File: src/rtl/apb_pkg.sv
// Shared APB definitions: bus widths, completer FSM states and address-decode result codes.
package apb_pkg;

  localparam int APB_AW = 32;
  localparam int APB_DW = 32;

  typedef enum logic [1:0] {
    S_IDLE,
    S_WAIT,
    S_RESP
  } slv_state_e;

  typedef enum logic [2:0] {
    DEC_OK,
    DEC_MISALIGN,
    DEC_BELOW_BASE,
    DEC_OUT_OF_RANGE,
    DEC_READ_ONLY
  } dec_err_e;

endpackage

File: src/rtl/apb_addr_decode.sv
// Combinational word-address decode for APB register slaves: address -> register index and error flag.
module apb_addr_decode
  import apb_pkg::*;
#(
  parameter int              NUM_REGS  = 16,
  parameter logic [APB_AW-1:0] BASE_ADDR = 32'h0000_0000
) (
  input  logic [APB_AW-1:0] paddr,
  input  logic              pwrite,
  output logic [7:0]        idx,
  output logic              err
);

  logic [APB_AW-1:0] offset;
  logic [29:0]       word;
  dec_err_e          code;

  // Subtraction wraps below base; the explicit compare catches that case first.
  always_comb begin
    offset = paddr - BASE_ADDR;
    word   = 30'(offset >> 2);
    code   = DEC_OK;
    if (paddr[1:0] != 2'b00) begin
      code = DEC_MISALIGN;
    end else if (paddr < BASE_ADDR) begin
      code = DEC_BELOW_BASE;
    end else if (word >= 30'(NUM_REGS)) begin
      code = DEC_OUT_OF_RANGE;
    end else if (pwrite && (word == '0)) begin
      code = DEC_READ_ONLY;
    end
  end

  assign idx = word[7:0];
  assign err = (code != DEC_OK);

endmodule

File: src/rtl/apb_regfile_slave.sv
// APB3 completer with a small register file (index 0 = read-only ID), programmable wait
// states and a one-cycle write-event strobe. All bus outputs are registered.
module apb_regfile_slave
  import apb_pkg::*;
#(
  parameter int                NUM_REGS    = 16,
  parameter logic [APB_AW-1:0] BASE_ADDR   = 32'h0000_0000,
  parameter int                WAIT_STATES = 2,
  parameter logic [APB_DW-1:0] ID_VALUE    = 32'hA9B0_0001
) (
  input  logic              i_clk,
  input  logic              i_reset_n,
  input  logic [APB_AW-1:0] PADDR,
  input  logic              PSELx,
  input  logic              PENABLE,
  input  logic              PWRITE,
  input  logic [APB_DW-1:0] PWDATA,
  output logic [APB_DW-1:0] PRDATA,
  output logic              PREADY,
  output logic              PSLVERR,
  output logic              o_wr_pulse,
  output logic [7:0]        o_wr_idx,
  output logic [APB_DW-1:0] o_wr_data
);

  localparam int IDX_W = (NUM_REGS > 1) ? $clog2(NUM_REGS) : 1;

  slv_state_e        state_reg, state_next;
  logic [3:0]        cnt_reg, cnt_next;
  logic [7:0]        lat_idx_reg, lat_idx_next;
  logic              lat_write_reg, lat_write_next;
  logic              lat_err_reg, lat_err_next;
  logic [APB_DW-1:0] lat_wdata_reg, lat_wdata_next;

  logic [APB_DW-1:0] prdata_next;
  logic              pready_next, pslverr_next;
  logic              wr_pulse_next;
  logic [7:0]        wr_idx_next;
  logic [APB_DW-1:0] wr_data_next;
  logic              commit;

  logic [APB_DW-1:0] regs_reg [NUM_REGS];

  logic [7:0]        dec_idx;
  logic              dec_err;
  logic [APB_DW-1:0] rd_dec, rd_lat;

  apb_addr_decode #(
    .NUM_REGS  (NUM_REGS),
    .BASE_ADDR (BASE_ADDR)
  ) u_decode (
    .paddr  (PADDR),
    .pwrite (PWRITE),
    .idx    (dec_idx),
    .err    (dec_err)
  );

  // Read data for the zero-wait path (live decode) and the waited path (latched decode).
  assign rd_dec = (dec_idx == 8'd0) ? ID_VALUE : regs_reg[dec_idx[IDX_W-1:0]];
  assign rd_lat = (lat_idx_reg == 8'd0) ? ID_VALUE : regs_reg[lat_idx_reg[IDX_W-1:0]];

  always_comb begin
    state_next     = state_reg;
    cnt_next       = cnt_reg;
    lat_idx_next   = lat_idx_reg;
    lat_write_next = lat_write_reg;
    lat_err_next   = lat_err_reg;
    lat_wdata_next = lat_wdata_reg;
    prdata_next    = '0;
    pready_next    = 1'b0;
    pslverr_next   = 1'b0;
    wr_pulse_next  = 1'b0;
    wr_idx_next    = o_wr_idx;
    wr_data_next   = o_wr_data;
    commit         = 1'b0;

    unique case (state_reg)
      S_IDLE: begin
        if (PSELx && !PENABLE) begin
          lat_idx_next   = dec_idx;
          lat_write_next = PWRITE;
          lat_err_next   = dec_err;
          lat_wdata_next = PWDATA;
          if (WAIT_STATES == 0) begin
            state_next   = S_RESP;
            pready_next  = 1'b1;
            pslverr_next = dec_err;
            prdata_next  = (PWRITE || dec_err) ? '0 : rd_dec;
          end else begin
            state_next = S_WAIT;
            cnt_next   = 4'(WAIT_STATES - 1);
          end
        end
      end
      S_WAIT: begin
        if (!PSELx) begin
          state_next = S_IDLE;
        end else if (cnt_reg == 4'd0) begin
          state_next   = S_RESP;
          pready_next  = 1'b1;
          pslverr_next = lat_err_reg;
          prdata_next  = (lat_write_reg || lat_err_reg) ? '0 : rd_lat;
        end else begin
          cnt_next = cnt_reg - 4'd1;
        end
      end
      S_RESP: begin
        state_next = S_IDLE;
        if (lat_write_reg && !lat_err_reg) begin
          commit        = 1'b1;
          wr_pulse_next = 1'b1;
          wr_idx_next   = lat_idx_reg;
          wr_data_next  = lat_wdata_reg;
        end
      end
      default: state_next = S_IDLE;
    endcase
  end

  always_ff @(posedge i_clk or negedge i_reset_n) begin
    if (!i_reset_n) begin
      state_reg     <= S_IDLE;
      cnt_reg       <= '0;
      lat_idx_reg   <= '0;
      lat_write_reg <= 1'b0;
      lat_err_reg   <= 1'b0;
      lat_wdata_reg <= '0;
      PRDATA        <= '0;
      PREADY        <= 1'b0;
      PSLVERR       <= 1'b0;
      o_wr_pulse    <= 1'b0;
      o_wr_idx      <= '0;
      o_wr_data     <= '0;
    end else begin
      state_reg     <= state_next;
      cnt_reg       <= cnt_next;
      lat_idx_reg   <= lat_idx_next;
      lat_write_reg <= lat_write_next;
      lat_err_reg   <= lat_err_next;
      lat_wdata_reg <= lat_wdata_next;
      PRDATA        <= prdata_next;
      PREADY        <= pready_next;
      PSLVERR       <= pslverr_next;
      o_wr_pulse    <= wr_pulse_next;
      o_wr_idx      <= wr_idx_next;
      o_wr_data     <= wr_data_next;
    end
  end

  // Index 0 is never written (decode flags it), so it simply stays at zero.
  always_ff @(posedge i_clk or negedge i_reset_n) begin
    if (!i_reset_n) begin
      for (int i = 0; i < NUM_REGS; i++) begin
        regs_reg[i] <= '0;
      end
    end else if (commit) begin
      regs_reg[lat_idx_reg[IDX_W-1:0]] <= lat_wdata_reg;
    end
  end

`ifdef FORMAL
`ifdef APB_MASTER_BOUND
`define APB_ASSUME assert
`else
`define APB_ASSUME assume
`endif
  m_en_needs_sel: `APB_ASSUME property (@(posedge i_clk) disable iff (!i_reset_n)
    PENABLE |-> PSELx);
  m_setup_to_access: `APB_ASSUME property (@(posedge i_clk) disable iff (!i_reset_n)
    PSELx && !PENABLE |=> PSELx && PENABLE);
  m_hold_until_ready: `APB_ASSUME property (@(posedge i_clk) disable iff (!i_reset_n)
    PSELx && PENABLE && !PREADY |=> PSELx && PENABLE);
  m_end_access: `APB_ASSUME property (@(posedge i_clk) disable iff (!i_reset_n)
    PSELx && PENABLE && PREADY |=> !PENABLE);

  p_pready_width: assert property (@(posedge i_clk) disable iff (!i_reset_n)
    PREADY |=> !PREADY);
  p_pready_in_access: assert property (@(posedge i_clk) disable iff (!i_reset_n)
    PREADY |-> PSELx && PENABLE);
  p_no_bad_write: assert property (@(posedge i_clk) disable iff (!i_reset_n)
    o_wr_pulse |-> $past(PREADY && !PSLVERR && lat_write_reg));
`undef APB_ASSUME
`endif

endmodule
File: config.mk
export PLATFORM = sky130hd
export DESIGN_NAME = apb_regfile_slave
export DESIGN_NICKNAME = d
export VERILOG_FILES = /design/src/rtl/apb_pkg.sv /design/src/rtl/apb_addr_decode.sv /design/src/rtl/apb_regfile_slave.sv
export SDC_FILE = /design/constraint.sdc
export NUM_CORES = 1
export LEC_CHECK = 0
export CAP_MARGIN = 40
export CORE_MARGIN = 3
export CORE_UTILIZATION = 65
export DETAILED_ROUTE_END_ITERATION = 8
export PLACE_DENSITY = 0.85
export SLEW_MARGIN = 20
export SYNTH_ARGS = -nofsm -noshare
export SYNTH_HDL_FRONTEND = slang
export SYNTH_HIERARCHICAL = 1
export SYNTH_SLANG_ARGS = --single-unit
File: constraint.sdc
create_clock -name i_clk -period 6.1 [get_ports i_clk]
set_clock_uncertainty 0.05 [all_clocks]
set_input_delay 0.915 -clock i_clk [delete_from_list [all_inputs] [get_ports i_clk]]
set_output_delay 0.915 -clock i_clk [all_outputs]
set_load 0.05 [all_outputs]
==> reports/metrics.yaml <==
outcome: "complete, no violations"
yosys.cell_types.count: 40
drc: 0
cp-end-kind: "flop"
fmax_mhz: 312
ir_drop_uv: 501
ff2ff_setup_slack_ns: 2.90
crit_type: "flop to flop"
grt_max_degree: 191
vias_per_cell: 6.45
rsz0062_at_grt: "no"
syn_area_per_cell_sq_um: 16.4
vias: 15200
overflow: 0
netlist_instances: 1674
hold_buffers: 0
fin_crit_sh: 0.525
io_buffers: 143
cts_tree: "done"
synth_area_leader_cell: "dfrtp_1"
tightest_slew_ns: 1.03
clock-sinks: 635
post-cts-setup-buffers: 0
grtUsageTotal: 0.282
report.final.setup_viol: 0
hold_viol: 0
dr.pass1.iters: 5
gp_congestion: 0.752
hold_ws_ns: 0.269
finalNetCount: 1839
die_area_sq_um: 44600
ioPinCount: 144
coreArea_sq_um: 41200
row_count: 74
start_util: 0.665
die_w_um: 211
cts_root_buf: "clkbuf_16"
fill_cells: 2332
wire_per_inst_um: 25.8
tns_ns: 0
start_kind: "flop"
drt-total-wl_mm: 60.6
slew_headroom: 0.314
slew_viol_final: 0
syn_nets: 1744
yosysSeqAreaShare: 0.580
synthTopCellsByCount: "dfrtp_1, mux2_2, mux4_2, buf_2, clkbuf_1"
grt_pass1_vias: 16800
yosysMostFrequentCell: "dfrtp_1"
required_ns: 6.55
area_delta_synth_final_pct: 15.4
post-synth-top-area-fraction: 0.580
cts-htree-levels: 2
synth-seq-cells: 635
clk_pin_slew_ns: 0.06
largest_register_ffs: 512
p_leak_nw: 15.0
clk_latency_ns: 0.62
dominantRegCellSynth: "dfrtp_1"
cts_buffer_depth: 3
maxCapViolCount: 0
power_density_nw_per_um2: 323
cts-resized-gates: 0
min_period_ns: 3.20
antenna_found_initial: 2
drtAntennaViolNets: 0
crit_arrival_ns: 3.65
drive_gt1_frac: 0.495
holdCritPathClass: "input port to async pin"
async_flop_share: 1.00
grt_pass1_wl_mm: 96.6
netlist_area_sq_um: 27400
fp.dieH_um: 211
drt_iter0_drc: 1372
synth.area.top_cells: "dfrtp_1, mux2_2, mux4_2"
critPathMaxFanout: 24
cts_buffers: 61
yosys_warnings: 6
dp_hpwl_mm: 35.3
num_antenna_cells: 0
synth_edf_count: 0
critical path: stages (launching register included):
cell and delay, ns:
dfrtp_1 0.72, buf_4 0.47, nand2b_1 0.29, nor2_4 0.70, buf_4 0.45, mux2_2 0.38
cell usage in the layout, fill, tap and decap left out, drive strengths merged, types with 5 or more instances in the layout:
cell type	instances
dfrtp	635
bufinv	9
clkdlybuf4s50	142
buf	39
nand2	8
mux4	128
clkinv	7
nor4	7
a221oi	7
a22oi	48
nor2	16
mux2	595
nor3	5
mux2i	15
a21oi	25
clkbuf	95
layer usage:
| layer | part of all wire | up-vias | GRT usage |
|---|---|---|---|
| li1 | - | 6426 | - |
| met1 | 0.42 | 8205 | 0.388 |
| met2 | 0.50 | 431 | 0.473 |
| met3 | 0.052 | 120 | 0.0526 |
| met4 | 0.026 | 0 | 0.0797 |
| met5 | 0 | - | 0 |
worst paths after layout:
path / start / endpoint / cells past startpoint
worst min register to register: regs_reg[387] / regs_reg[387] / 1
max in group asynchronous: i_reset_n / regs_reg[8] / 2
worst min-delay path: i_reset_n / o_wr_idx[4] / 1
worst max register to register: lat_idx_reg[2] / regs_reg[343] / 5
min in group i_clk: regs_reg[387] / regs_reg[387] / 1
worst max-delay path: lat_idx_reg[2] / regs_reg[343] / 5
stage by stage:
step / setup WS, ns / instances / cell area [sq um] / total power, mW / util
6_report: 2.90 / 2353 / 31600 / 10.2 / 0.767
5_1_grt: 2.80 / 2353 / 31600 / 10.6 / 0.767
4_1_cts: 2.91 / 2353 / 31600 / 10.3 / 0.767
3_5_place_dp: 2.96 / 2238 / 29400 / 6.21 / 0.714
3_3_place_gp: 2.81 / 2226 / 29100 / 6.12 / 0.707
2_1_floorplan: 3.73 / 1674 / 27400 / 5.61 / -
power by group:
| part | leakage, nW | switching, mW | total [mW] | internal (mW) |
|---|---|---|---|---|
| clock | 1.08 | 1.59 | 4.07 | 2.48 |
| sequential | 8.77 | 0.480 | 4.83 | 4.35 |
| combinational | 5.15 | 0.767 | 1.31 | 0.543 |
area by class of cell:
class,count,area [sq um],area share
inverters,2,7.51,0.000238
repair buffers,181,1940,0.0614
well taps,532,666,0.0211
multi-input cells,888,10900,0.345
clock inverters,20,337,0.0106
clock buffers,95,1870,0.0591
flip-flops and latches,635,15900,0.503
logic make-up after synthesis:
logic type	count (synthesis)	synth area share
XOR/XNOR	2	0.000640
AND/OR/NAND/NOR	61	0.0129
multiplexers	738	0.355
adder cells (fa/ha/maj)	1	0.000457
AO/OA/AOI/OAI	86	0.0247
buffers and inverters	151	0.0259
flip-flops	635	0.580
No activity file was read; power rests on OpenSTA's default activity.
